===== src/rtl/ov7725_cfg_pkg.sv =====
// Shared types and defaults for the OV7725 power-up configuration sequencer.
// Optional feature macro: CFG_DELAY_MARKER_EN (LUT entries addressed 8'hFF become ms delays).
package ov7725_cfg_pkg;

    localparam int DLY_W = 20;

    typedef enum logic [3:0] {
        ST_PWR_WAIT,
        ST_FETCH,
        ST_LATCH,
        ST_ISSUE,
        ST_WAIT_ACK,
        ST_NEXT,
        ST_DONE,
        ST_ERROR,
        ST_MARKER_WAIT
    } cfg_state_e;

    localparam logic [7:0]       DEV_ADDR_DEFAULT  = 8'h42;
    localparam logic [7:0]       DELAY_MARKER_ADDR = 8'hFF;
    localparam logic [DLY_W-1:0] PWR_DLY_DEFAULT   = 20'd1_000_000;

    // A delay of N cycles is realised by loading N-1; zero still costs one cycle.
    function automatic logic [DLY_W-1:0] dly_load(input logic [DLY_W-1:0] cycles);
        return (cycles == '0) ? '0 : cycles - 1'b1;
    endfunction

    function automatic logic [DLY_W-1:0] ms_cycles(input logic [DLY_W-1:0] pwr_dly);
        logic [DLY_W-1:0] q;
        q = pwr_dly / DLY_W'(20);
        return (q == '0) ? DLY_W'(1) : q;
    endfunction

endpackage


===== src/rtl/cfg_delay_timer.sv =====
// Loadable down-counter with a zero flag; times the power settle and the ms delay markers.
module cfg_delay_timer
    import ov7725_cfg_pkg::*;
#(
    parameter logic [DLY_W-1:0] RST_VAL = '0
) (
    input  logic             clk,
    input  logic             rst,
    input  logic             load,
    input  logic [DLY_W-1:0] load_val,
    input  logic             en,
    output logic             done
);

    logic [DLY_W-1:0] count_q, count_d;

    always_comb begin
        count_d = count_q;
        if (load) begin
            count_d = load_val;
        end else if (en && (count_q != '0)) begin
            count_d = count_q - 1'b1;
        end
    end

    always_ff @(posedge clk or posedge rst) begin
        if (rst) begin
            count_q <= RST_VAL;
        end else begin
            count_q <= count_d;
        end
    end

    assign done = (count_q == '0);

endmodule


===== src/rtl/ov7725_cfg_sequencer.sv =====
// Walks the OV7725 config LUT after power settle, issuing one SCCB write (with retries) per entry.
// Optional feature macro: CFG_DELAY_MARKER_EN.
module ov7725_cfg_sequencer
    import ov7725_cfg_pkg::*;
#(
    parameter logic [7:0]       CFG_FIRST = 8'd2,
    parameter logic [7:0]       CFG_LAST  = 8'd4,
    parameter logic [7:0]       DEV_ADDR  = DEV_ADDR_DEFAULT,
    parameter logic [DLY_W-1:0] PWR_DLY   = PWR_DLY_DEFAULT,
    parameter logic [7:0]       RETRY_MAX = 8'd3
) (
    input  logic        clk,
    input  logic        rst,
    input  logic        cfg_restart,
    output logic [7:0]  lut_index,
    input  logic [15:0] lut_data,
    output logic        i2c_req,
    output logic [7:0]  i2c_dev_addr,
    output logic [7:0]  i2c_reg_addr,
    output logic [7:0]  i2c_wdata,
    input  logic        i2c_done,
    input  logic        i2c_nack,
    output logic        cfg_busy,
    output logic        cfg_done,
    output logic        cfg_err
);

    localparam logic [DLY_W-1:0] PWR_LOAD   = dly_load(PWR_DLY);
    localparam logic [7:0]       RETRY_LAST = RETRY_MAX - 8'd1;

    cfg_state_e       state_q, state_d;
    logic [7:0]       lut_index_q, lut_index_d;
    logic [7:0]       reg_addr_q, reg_addr_d;
    logic [7:0]       wdata_q, wdata_d;
    logic [7:0]       retry_q, retry_d;
    logic             req_q, req_d;
    logic             busy_q, busy_d;
    logic             done_q, done_d;
    logic             err_q, err_d;

    logic             timer_load;
    logic [DLY_W-1:0] timer_load_val;
    logic             timer_en;
    logic             timer_done;

`ifdef CFG_DELAY_MARKER_EN
    localparam logic [DLY_W-1:0] MS_LOAD = dly_load(ms_cycles(PWR_DLY));
    logic [7:0] ms_left_q, ms_left_d;
`endif

    cfg_delay_timer #(
        .RST_VAL (PWR_LOAD)
    ) u_timer (
        .clk      (clk),
        .rst      (rst),
        .load     (timer_load),
        .load_val (timer_load_val),
        .en       (timer_en),
        .done     (timer_done)
    );

    always_comb begin
        state_d        = state_q;
        lut_index_d    = lut_index_q;
        reg_addr_d     = reg_addr_q;
        wdata_d        = wdata_q;
        retry_d        = retry_q;
        req_d          = req_q;
        busy_d         = busy_q;
        done_d         = done_q;
        err_d          = err_q;
        timer_load     = 1'b0;
        timer_load_val = PWR_LOAD;
        timer_en       = 1'b0;
`ifdef CFG_DELAY_MARKER_EN
        ms_left_d      = ms_left_q;
`endif

        // Restart wins over everything, abandoning any transfer still owned by the engine.
        if (cfg_restart) begin
            state_d        = ST_PWR_WAIT;
            lut_index_d    = CFG_FIRST;
            retry_d        = 8'd0;
            req_d          = 1'b0;
            busy_d         = 1'b1;
            done_d         = 1'b0;
            err_d          = 1'b0;
            timer_load     = 1'b1;
            timer_load_val = PWR_LOAD;
        end else begin
            case (state_q)
                ST_PWR_WAIT: begin
                    timer_en = 1'b1;
                    if (timer_done) begin
                        state_d = ST_FETCH;
                    end
                end
                ST_FETCH: begin
                    state_d = ST_LATCH;
                end
                ST_LATCH: begin
                    reg_addr_d = lut_data[15:8];
                    wdata_d    = lut_data[7:0];
                    retry_d    = 8'd0;
                    state_d    = ST_ISSUE;
`ifdef CFG_DELAY_MARKER_EN
                    if (lut_data[15:8] == DELAY_MARKER_ADDR) begin
                        if (lut_data[7:0] == 8'd0) begin
                            state_d = ST_NEXT;
                        end else begin
                            timer_load     = 1'b1;
                            timer_load_val = MS_LOAD;
                            ms_left_d      = lut_data[7:0];
                            state_d        = ST_MARKER_WAIT;
                        end
                    end
`endif
                end
                ST_ISSUE: begin
                    req_d   = 1'b1;
                    state_d = ST_WAIT_ACK;
                end
                ST_WAIT_ACK: begin
                    if (i2c_done) begin
                        req_d = 1'b0;
                        if (!i2c_nack) begin
                            state_d = ST_NEXT;
                        end else if (retry_q < RETRY_LAST) begin
                            retry_d = retry_q + 8'd1;
                            state_d = ST_ISSUE;
                        end else begin
                            err_d   = 1'b1;
                            busy_d  = 1'b0;
                            state_d = ST_ERROR;
                        end
                    end
                end
                ST_NEXT: begin
                    if (lut_index_q == CFG_LAST) begin
                        done_d  = 1'b1;
                        busy_d  = 1'b0;
                        state_d = ST_DONE;
                    end else begin
                        lut_index_d = lut_index_q + 8'd1;
                        state_d     = ST_FETCH;
                    end
                end
`ifdef CFG_DELAY_MARKER_EN
                ST_MARKER_WAIT: begin
                    timer_en = 1'b1;
                    if (timer_done) begin
                        if (ms_left_q <= 8'd1) begin
                            state_d = ST_NEXT;
                        end else begin
                            ms_left_d      = ms_left_q - 8'd1;
                            timer_load     = 1'b1;
                            timer_load_val = MS_LOAD;
                        end
                    end
                end
`endif
                ST_DONE, ST_ERROR: begin
                    state_d = state_q;
                end
                default: begin
                    state_d = ST_PWR_WAIT;
                end
            endcase
        end
    end

    always_ff @(posedge clk or posedge rst) begin
        if (rst) begin
            state_q     <= ST_PWR_WAIT;
            lut_index_q <= CFG_FIRST;
            reg_addr_q  <= 8'd0;
            wdata_q     <= 8'd0;
            retry_q     <= 8'd0;
            req_q       <= 1'b0;
            busy_q      <= 1'b1;
            done_q      <= 1'b0;
            err_q       <= 1'b0;
`ifdef CFG_DELAY_MARKER_EN
            ms_left_q   <= 8'd0;
`endif
        end else begin
            state_q     <= state_d;
            lut_index_q <= lut_index_d;
            reg_addr_q  <= reg_addr_d;
            wdata_q     <= wdata_d;
            retry_q     <= retry_d;
            req_q       <= req_d;
            busy_q      <= busy_d;
            done_q      <= done_d;
            err_q       <= err_d;
`ifdef CFG_DELAY_MARKER_EN
            ms_left_q   <= ms_left_d;
`endif
        end
    end

    assign lut_index    = lut_index_q;
    assign i2c_req      = req_q;
    assign i2c_dev_addr = DEV_ADDR;
    assign i2c_reg_addr = reg_addr_q;
    assign i2c_wdata    = wdata_q;
    assign cfg_busy     = busy_q;
    assign cfg_done     = done_q;
    assign cfg_err      = err_q;

endmodule

===== config.mk =====
export PLATFORM = sky130hd
export DESIGN_NAME = ov7725_cfg_sequencer
export DESIGN_NICKNAME = d
export VERILOG_FILES = /design/src/rtl/ov7725_cfg_pkg.sv /design/src/rtl/cfg_delay_timer.sv /design/src/rtl/ov7725_cfg_sequencer.sv
export SDC_FILE = /design/constraint.sdc
export NUM_CORES = 1
export LEC_CHECK = 0
export ABC_AREA = 1
export CORE_ASPECT_RATIO = 1.75
export CORE_MARGIN = 2
export CORE_UTILIZATION = 53
export CTS_CLUSTER_SIZE = 40
export DETAILED_ROUTE_END_ITERATION = 7
export PLACE_DENSITY = 0.8
export REMOVE_ABC_BUFFERS = 1
export SLEW_MARGIN = 20
export SYNTH_ARGS = -nofsm -noshare
export SYNTH_HDL_FRONTEND = slang
export SYNTH_SLANG_ARGS = --single-unit

===== constraint.sdc =====
create_clock -name clk -period 2.9 [get_ports clk]
set_input_delay 0.87 -clock clk [delete_from_list [all_inputs] [get_ports clk]]
set_output_delay 0.87 -clock clk [all_outputs]
set_load 0.03 [all_outputs]

==> impl_results.md <==
* DP HPWL at 5.51 mm
* RSZ-0062 raised after global routing: false
* Measured slew at the worst slew-check pin at 1.00 ns
* Run status: completed
* Sequential power share at 0.402
* # Post-CTS Setup Buffers at 0
* Pwr dens at between 700 and 800 nW/µm²
* Primary FF master, synth: dfrtp_1
* Critical path arrival at about 1.6 ns
* Fmax at 411 MHz
* Maximum clock insertion buffer count at 2
* Tmin final at 2.43 ns
* Total gr overflow at 0
* Slowest-stage cell, CP: clkdlybuf4s50_1
* Commonest non-fill, non-tap cell in the layout: nand2_1
* Commonest cells after routing, fill and taps aside: 106 x nand2_1, 59 x nor2_1, 48 x inv_1, 48 x clkdlybuf4s50_1, 45 x dfrtp_1
* Ratio of cells with drive above 1 in the final layout at 0.133
* CTS Hold Bufs at 0
* Max Transition Viols Final at 0
* Final Util at 0.663
* Reg2reg setup slack at roughly 0.73 ns
* Total CTS buffers at 9
* Core area at between 6000 and 7000 µm²
* Final setup fails at 0
* Synth Cell Area at 3390 µm²
* Wire length per cell at roughly 13 µm
* DR pass1 iterations at 4
* Final non-filler cell total at 562
* Psw at 0.00109 W
* DR iter-0 viols at 174
* Worst-path clk slew at 0.06 ns
* Clock sink count at 59
* DRC viols at 0
* Worst hold slack at between 0.4 and 0.5 ns
* Top cell family by delay on the critical path: buffers and inverters
* Tcrit/Tclk final at 0.840
* Area delta synth->final at 20.8%
* Crit start category: register
* Max incr delay on CP at 0.67 ns
* Die footprint at 7080 µm²
* Worst-path maximum fanout at 4
* Buffers on Ports at 48
* Ys async rst share at 1.00
* Post-synth EDFFs at 0
* Synth unique cells at 36
* Slew headroom at 0.326
* Combinational power share at 0.372
* Antenna Cells at 0
* Insertion delay to the later sink of the worst-skew pair at 0.34 ns
* Switching share of power at 0.371
* CP Buf/Inv Count at 1
* Min-delay worst type: reg2reg
* Worst VDD drop at between 0.0005 and 0.0006 V
* Ports at 57
* # resized after CTS at 0
* Pin count of the biggest net entering global routing at 36
* Clock Tree Root: clkbuf_8
* Critical path type: reg2out
* Initial Utilization at 0.548
* Gate count after technology mapping at 424
* Drt total wl at 7.55 mm
* Die Y at between 100 and 150 µm
* Syn Area/Cell at 7.99 µm²
* Worst EP required at 2.03 ns
* Max-Cap Viols at 0
* Clock share of power at 0.226
* Critical-path cell list: clkdlybuf4s50_1
* Yosys warning total at 0
* LEAKAGE at ~1.9 nW
* Placed Cells at 546
* Initial antenna violation count at 0
* DR vias at 2941
* H-tree depth at 3
* Vias in the first global route at slightly below 3000
* Sequential-to-total area share from yosys stat at 0.441
* Worst Clk Skew at 0.00589 ns
* Synth Register Bits at 59
* Final net count at 503
* Vias per cell at about 5.2
* DRT antenna net count at 0
* Hold Vio Cnt, Final at 0
* First-pass GRT wire length at 12.8 mm
* Setup TNS at 0 ns
* Placer Congestion at 0.899
* Cell Int Power at 0.00185 W
* Die Wd at between 60 and 70 µm
* CTS tree: built
* Crit. End Element: output port
* GR Util All Layers at 0.234
* Rows at 38
## power groups by stage
stage | Sequential, W | Combinational (W) | Clock, W
6_report | 0.00118 | 0.00110 | 0.000667
5_1_grt | 0.00120 | 0.00118 | 0.000714
4_1_cts | 0.00118 | 0.00111 | 0.000678
3_5_place_dp | 0.00119 | 0.00110 | 0
3_3_place_gp | 0.00118 | 0.00107 | 0
2_1_floorplan | 0.00139 | 0.000467 | 0
## registers in the layout, summed over array words and instances, names as in the netlist
register         count
i2c_wdata            8
u_timer.count_q     20
cfg_busy             1
i2c_reg_addr         8
state_q              3
i2c_req              1
cfg_err              1
lut_index            8
retry_q              8
cfg_done             1
## stage by stage
stage,power (W),setup WS (ns),cell area (µm²)
6_report,0.00295,0.465,4100
5_1_grt,0.00310,0.272,4100
4_1_cts,0.00297,0.448,4100
3_5_place_dp,0.00229,0.120,3920
3_3_place_gp,0.00225,0.263,3920
2_1_floorplan,0.00186,0.597,3280
## layer usage
metal	GRT usage	part of all wire
met5	0	0
met4	0.153	0.034
met3	0.0389	0.039
met2	0.409	0.55
met1	0.259	0.38
## synthesized netlist by cell type (3+ instances only)
library cell | n | area, µm²
a21oi_1 | 5 | 25.0
buf_2 | 3 | 15.0
buf_4 | 10 | 75.1
buf_6 | 3 | 33.8
dfrtp_1 | 45 | 1130
dfstp_2 | 14 | 368
ha_1 | 5 | 62.6
inv_1 | 49 | 184
mux2_2 | 9 | 101
mux2_4 | 7 | 105
nand2_1 | 106 | 398
nand3_1 | 44 | 220
nand4_1 | 14 | 87.6
nor2_1 | 59 | 221
nor3_1 | 5 | 25.0
o21ai_0 | 18 | 90.1
xor2_1 | 4 | 35.0
## worst paths after layout
kind | depth (start not counted) | endpoint | startpoint
setup / recovery | 1 | lut_index[1] | lut_index[1]$_DFFE_PP1P_
hold / removal | 2 | retry_q[4]$_DFFE_PP0P_ | retry_q[4]$_DFFE_PP0P_
setup reg to reg | 8 | lut_index[7]$_DFFE_PP0P_ | lut_index[1]$_DFFE_PP1P_
hold reg to reg | 2 | retry_q[4]$_DFFE_PP0P_ | retry_q[4]$_DFFE_PP0P_
max in group asynchronous | 3 | u_timer.count_q[16]$_DFFE_PP1P_ | rst
min in group asynchronous | 2 | retry_q[3]$_DFFE_PP0P_ | rst
## cells by family after synthesis
group	Yosys count	synth area share
fa+ha+maj	5	0.0185
simple gates	237	0.315
mux	16	0.0609
compound gates	31	0.0550
buf+inv	69	0.0952
other cells	2	0.00222
xor+xnor	5	0.0129
flops	59	0.441
## area by class of cell
cell class              count  area [µm²]
clock buffers              14         163
inverters                  50         188
repair buffers             55         546
clock inverters             2        10.0
well taps                  80         100
flip-flops and latches     59        1490
multi-input cells         302        1600
fillers                   528        2090
(Power assumes the default switching activity.)
